### src/rtl/sdram_arbiter.sv
// SDRAM command/address pin owner: hands the pins to init, then arbitrates refresh (top priority)
// and round-robin write/read, with a watchdog that reclaims the pins from a hung sequencer.
module sdram_arbiter #(
  parameter int unsigned TIMEOUT = 1023
) (
  input  logic        clk,
  input  logic        rst,
  input  logic        init_end,
  input  logic [3:0]  init_cmd,
  input  logic [11:0] init_addr,
  input  logic        ref_req,
  input  logic        wr_req,
  input  logic        rd_req,
  input  logic        flag_ref_end,
  input  logic        flag_wr_end,
  input  logic        flag_rd_end,
  input  logic [3:0]  ref_cmd,
  input  logic [3:0]  wr_cmd,
  input  logic [3:0]  rd_cmd,
  input  logic [11:0] ref_addr,
  input  logic [11:0] wr_addr,
  input  logic [11:0] rd_addr,
  input  logic [1:0]  wr_bank,
  input  logic [1:0]  rd_bank,
  output logic        ref_en,
  output logic        wr_en,
  output logic        rd_en,
  output logic        sdram_cke,
  output logic        sdram_cs_n,
  output logic        sdram_ras_n,
  output logic        sdram_cas_n,
  output logic        sdram_we_n,
  output logic [11:0] sdram_addr,
  output logic [1:0]  sdram_ba,
  output logic        err_timeout
);

  localparam logic [2:0] StInit  = 3'd0;
  localparam logic [2:0] StArbit = 3'd1;
  localparam logic [2:0] StAref  = 3'd2;
  localparam logic [2:0] StWrite = 3'd3;
  localparam logic [2:0] StRead  = 3'd4;

  localparam logic [3:0] CmdNop = 4'b0111;

  localparam logic LgWrite = 1'b0;
  localparam logic LgRead  = 1'b1;

  // Release fires on the edge where the counter would reach TIMEOUT, so a grant lasts at most
  // TIMEOUT cycles.
  localparam logic [9:0] WdogLast = 10'(TIMEOUT - 1);

  logic [2:0]  state_q, state_d;
  logic        last_q, last_d;
  logic [9:0]  wdog_q, wdog_d;
  logic        err_q, err_d;
  logic        cke_q;
  logic [3:0]  cmd_q, cmd_d;
  logic [11:0] addr_q, addr_d;
  logic [1:0]  ba_q, ba_d;
  logic        granted;
  logic        seq_end;

  always_comb begin
    state_d = state_q;
    last_d  = last_q;
    wdog_d  = '0;
    err_d   = 1'b0;
    cmd_d   = CmdNop;
    addr_d  = '0;
    ba_d    = '0;
    granted = 1'b0;
    seq_end = 1'b0;

    case (state_q)
      StInit: begin
        cmd_d  = init_cmd;
        addr_d = init_addr;
        if (init_end) state_d = StArbit;
      end
      StArbit: begin
        if (ref_req) begin
          state_d = StAref;
        end else if (wr_req && rd_req) begin
          if (last_q == LgRead) begin
            state_d = StWrite;
            last_d  = LgWrite;
          end else begin
            state_d = StRead;
            last_d  = LgRead;
          end
        end else if (wr_req) begin
          state_d = StWrite;
          last_d  = LgWrite;
        end else if (rd_req) begin
          state_d = StRead;
          last_d  = LgRead;
        end
      end
      StAref: begin
        granted = 1'b1;
        seq_end = flag_ref_end;
        cmd_d   = ref_cmd;
        addr_d  = ref_addr;
      end
      StWrite: begin
        granted = 1'b1;
        seq_end = flag_wr_end;
        cmd_d   = wr_cmd;
        addr_d  = wr_addr;
        ba_d    = wr_bank;
      end
      StRead: begin
        granted = 1'b1;
        seq_end = flag_rd_end;
        cmd_d   = rd_cmd;
        addr_d  = rd_addr;
        ba_d    = rd_bank;
      end
      default: state_d = StInit;
    endcase

    // An end flag coinciding with the timeout wins, so no error is raised.
    if (granted) begin
      wdog_d = wdog_q + 10'd1;
      if (seq_end) begin
        state_d = StArbit;
      end else if (wdog_q == WdogLast) begin
        state_d = StArbit;
        err_d   = 1'b1;
      end
    end
  end

  always_ff @(posedge clk) begin
    if (rst) begin
      state_q <= StInit;
      last_q  <= LgRead;
      wdog_q  <= '0;
      err_q   <= 1'b0;
      cke_q   <= 1'b0;
      cmd_q   <= CmdNop;
      addr_q  <= '0;
      ba_q    <= '0;
    end else begin
      state_q <= state_d;
      last_q  <= last_d;
      wdog_q  <= wdog_d;
      err_q   <= err_d;
      cke_q   <= 1'b1;
      cmd_q   <= cmd_d;
      addr_q  <= addr_d;
      ba_q    <= ba_d;
    end
  end

  assign ref_en      = (state_q == StAref);
  assign wr_en       = (state_q == StWrite);
  assign rd_en       = (state_q == StRead);
  assign sdram_cke   = cke_q;
  assign sdram_cs_n  = cmd_q[3];
  assign sdram_ras_n = cmd_q[2];
  assign sdram_cas_n = cmd_q[1];
  assign sdram_we_n  = cmd_q[0];
  assign sdram_addr  = addr_q;
  assign sdram_ba    = ba_q;
  assign err_timeout = err_q;

endmodule

### config.mk
export PLATFORM = sky130hd
export DESIGN_NAME = sdram_arbiter
export DESIGN_NICKNAME = d
export VERILOG_FILES = /design/src/rtl/sdram_arbiter.sv
export SDC_FILE = /design/constraint.sdc
export NUM_CORES = 1
export LEC_CHECK = 0
export ABC_AREA = 1
export CAP_MARGIN = 20
export CORE_UTILIZATION = 39
export CTS_BUF_LIST = sky130_fd_sc_hd__clkbuf_4
export CTS_CLUSTER_DIAMETER = 80
export CTS_CLUSTER_SIZE = 10
export DETAILED_ROUTE_END_ITERATION = 6
export PLACE_DENSITY = 0.83
export SLEW_MARGIN = 20
export SYNTH_ARGS = -nofsm -noshare
export SYNTH_HDL_FRONTEND = slang
export SYNTH_SLANG_ARGS = --single-unit
### constraint.sdc
create_clock -name clk -period 1.5 [get_ports clk]
set_input_delay 0.375 -clock clk [delete_from_list [all_inputs] [get_ports clk]]
set_output_delay 0.375 -clock clk [all_outputs]
set_load 0.005 [all_outputs]
# Word level (Yosys, flattened, before mapping)
# Index checks and enable logic that the tools add are counted.
[word_totals]
ff_bits = 34
inputBits = 77
output_inout_bits = 23
wordCells = 44
[classes]
addsub = 1
eq_ne = 5
muxes = 21
n_bitwise = 2
reduce_logical = 7
[ops]
columns = ["cell", "n"]
rows = [
  ["12-bit one-hot mux with 4 select lines", 1],
  ["3-bit two-way mux", 9],
  ["4-bit one-hot mux with 4 select lines", 1],
  ["10-bit by 1-bit adder with 10-bit output (second input constant)", 1],
  ["10-bit == test (second input constant)", 1],
  ["3-bit one-hot mux with 3 select lines", 1],
  ["1-bit two-way mux", 7],
  ["3-bit by 2-bit == test with 1-bit output (second input constant)", 2],
  ["3-bit OR reduction", 2],
  ["2-bit one-hot mux with 2 select lines", 1],
  ["3-bit by 1-bit == test with 1-bit output (second input constant)", 1],
  ["3-bit == test (second input constant)", 1],
  ["3-bit logical NOT", 1],
  ["1-bit one-hot mux with 3 select lines", 1],
  ["3-bit AND reduction", 1],
  ["3-bit nonzero test", 1],
  ["1-bit NOT", 2],
  ["2-bit OR reduction", 1],
  ["1-bit logical AND", 1],
]

# Longest topological paths before layout
[logic_depth]
ltp_word = 8
mapped_depth = 8
ltp_nobuf = 8

# Worst setup path after synthesis
# Ideal clock, no wire load.
[synth_timing]
path_type = "reg2out"
from = "reg state_q[2]"
to = "out ref_en"
arrival_time_ns = 0.841
required_time_ns = 1.125
path_slack_ns = 0.284
path_stages_with_launch = 5
path_buffers = 1
cell_sequence = "dfxtp_1 inv_2 nand3_1 inv_2 buf_4"
[synth_via]
elab_chain_cells = 1
[synth_lines]
columns = ["element", "line_no", "text"]
rows = [
  ["start: declaration", "53", "logic [2:0] state_q, state_d;"],
  ["start signal: assignment", "137", "state_q <= StInit;"],
  ["start signal: assignment", "146", "state_q <= state_d;"],
  ["3-bit by 2-bit == test with 1-bit output", "157", "assign ref_en = (state_q == StAref);"],
  ["end: declaration", "25", "output logic ref_en,"],
]
# Every way passes these cells.

# Worst setup path after layout
[layout_timing]
from = "reg state_q[0]"
to = "out rd_en"
[layout_via]
elab_chain_cells = 1
[layout_lines]
columns = ["element", "line_no", "text"]
rows = [
  ["3-bit == test", "159", "assign rd_en = (state_q == StRead);"],
  ["end: declaration", "27", "output logic rd_en,"],
]
# Every way passes these cells.

==> qor.txt <==
status -> finished, final reports clean
fin crit period -> 1.45 ns
die width -> 67.8 um
GP Congestion -> 0.944
Mapped Nets -> 334
Slew Limit Fails -> 0
WL/cell -> 12.4 um
clk buf depth -> 2
Worst setup SP type -> register
IO Pins -> 100
crit-path max cell delay -> 0.38 ns
Worst R2R Setup Slack -> 0.08 ns
Ys Warns -> 0
HP Class -> register to register
Post-synth EDFFs -> 0
Syn-to-layout area delta -> 71.0%
initial core utilization -> 41.3%
most frequent cells in the layout -> nand2_1, clkdlybuf4s50_1, dfxtp_1, inv_1, dlygate4sd2_1
# diodes -> 0
global-route usage over all layers -> 24.2%
Clk pin slew, worst setup/hold paths -> 0.10 ns
crit share post-route -> 96.6%
FF-to-FF path depth -> 7
largest net degree at the start of global routing -> 20
layout cells sized above 1 -> 13.4%
dpl ws -> -0.123 ns
vias in the first global route -> 1893
Clk Latency, worst-skew pair -> 0.34 ns
LEAKAGE -> 0.00129 uW
Post-Place Cells -> 411
Avg Vias per Cell -> 4.72
CTS tree -> built
clk sinks -> 34
Yosys reg bits -> 34
core area -> 4090 um2
initial antenna violation count -> 0
CP cell instances -> nor2_4, nand2_2, inv_4, buf_6
max-cap viol count -> 0
PwrDens -> 735 nW/um2
CP arrival -> 1.07 ns
Worst Path Max Fanout -> 3
Reg-to-Reg Start -> state_q[1]$_SDFF_PP0_
Post-Layout Cell Count -> 423
PortBufs -> 99
Pre-antenna DRT Iters -> 4
root buf cell -> clkbuf_4
hold path endpoint -> wdog_q[0]$_SDFF_PP0_
antenna-violating nets left -> 0
asr flop ratio synth -> 0%
post-synthesis sequential area ratio -> 40.3%
Post-DP HPWL -> 4.01 mm
Nets -> 452
worst slew pin tran -> 0.316 ns
syn_area_per_cell -> 6.62 um2
Die H -> 67.8 um
Fmax -> 0.690 GHz
setup ws final -> 0.0505 ns
clock skew -> 0.00928 ns
first-pass GRT wire length -> 8.00 mm
vias -> 1998
Post-Synthesis Cells -> 255
hold path depth -> 1
DRC -> 0
Post-Syn Area -> 1690 um2
CP endpoint kind -> primary output
Critical R2R Capture -> cmd_q[3]$_SDFF_PP0_
crit path kind -> register to primary output
Worst Hold Launch -> wdog_q[0]$_SDFF_PP0_
Slew headroom -> 78.8%
H-tree levels -> 2
Site Rows -> 23
most common cell after layout, fill and taps aside -> nand2_1
hold_buf cts -> 0
cts bufs inserted -> 5
die area -> 4590 um2
grt ovf -> 0
CP max stage cell -> dfxtp_4
DR iter-0 viols -> 48
Final Power -> 2120 uW
total wire length -> 5.26 mm
Peak VDD IR -> 364 uV
Final Setup Violations -> 0
Synth cell types -> 22
Top FF cell, synth -> dfxtp_1
Final Hold Viols -> 0
CP required -> 1.12 ns
[cells in the mapped netlist, types with 2 or more instances]
cell / number / area share, %
a21oi_1: 12 / 3.6
a31oi_1: 14 / 5.2
buf_4: 3 / 1.3
buf_6: 3 / 2.0
dfxtp_1: 34 / 40
ha_1: 2 / 1.5
inv_1: 26 / 5.8
inv_2: 3 / 0.67
nand2_1: 106 / 24
nand2_2: 3 / 1.1
nand3_1: 15 / 4.4
nor2_1: 15 / 3.3
nor2_4: 2 / 1.3
nor3_1: 2 / 0.59
o21ai_0: 5 / 1.5
or2_2: 4 / 1.5
[sequential cells by signal, indices dropped and copies added, names as in the netlist]
signal       count
last_q           1
err_timeout      1
state_q          3
cmd_q            4
wdog_q          10
sdram_addr      12
sdram_ba         2
sdram_cke        1
[critical path: cells and delay by family (launching register included)]
family / cells / cell delay (ns)
simple gates: 2 / 0.20
flops: 1 / 0.38
buf+inv: 2 / 0.15
[worst max-delay path by stage]
| stage | startpoint | to | slack [ns] | cells after the start |
|---|---|---|---|---|
| final | state_q[0]$_SDFF_PP0_ | rd_en | 0.05 | 4 |
| after global routing | state_q[1]$_SDFF_PP0_ | sdram_addr[3]$_SDFF_PP0_ | -0.02 | 7 |
| after CTS | state_q[0]$_SDFF_PP0_ | ref_en | -0.06 | 4 |
| after detailed placement | rd_req | state_q[2]$_SDFF_PP0_ | -0.12 | 7 |
| after global placement | rd_req | state_q[0]$_SDFF_PP0_ | -0.09 | 8 |
| after floorplan | state_q[2]$_SDFF_PP0_ | ref_en | 0.28 | 4 |
[cells by family after synthesis]
family                     count (synthesis)  synth area share [%]
adders and majority gates                  2                  1.48
buffers and inverters                     37                  10.4
and+or+nand+nor                          149                  36.6
xor gates and xnor gates                   1                 0.519
AOI/OAI and AO/OA                         32                  10.7
DFF                                       34                  40.3
[stage by stage]
step	setup TNS [ns]	utilization (%)	hold WS, ns	cell area, um2
finish	0	70.6	0.477	2890
global route	-0.123	70.6	0.505	2890
CTS	-0.0693	69.7	0.484	2850
detailed placement	-0.292	68.2	0.462	2790
global placement	-0.179	68.2	0.457	2790
floorplan	0	-	0.424	1690
[final cells by class]
class	count	area, um2
Fill cell	352	1200
Timing Repair Buffer	118	1100
Multi-Input combinational cell	184	857
Sequential cell	34	692
Inverter	30	123
Tap cell	50	62.6
Clock buffer	7	52.6
[routing by layer]
metal  global-route usage, %  wire, um
met2                    42.8      2660
met4                    8.59        77
met5                       0         0
met1                    23.3      1940
met3                    13.7       577
[where the power goes]
group	total (uW)	switching, uW	leakage [uW]	internal [uW]
clock network	508	296	0.0000322	213
logic	613	256	0.000981	357
registers	1000	31.6	0.000280	970
total	2120	583	0.00129	1540
[what timing repair did]
| action | in CTS | in global routing |
|---|---|---|
| setup endpoints to repair | 23 | 19 |
| endpoints found under the hold margin | 0 | 0 |
| resized for setup | 40 | 8 |
| buffers inserted | 2 | 3 |
| pin swaps | 2 | 3 |
No activity file was read; power rests on OpenSTA's default activity.
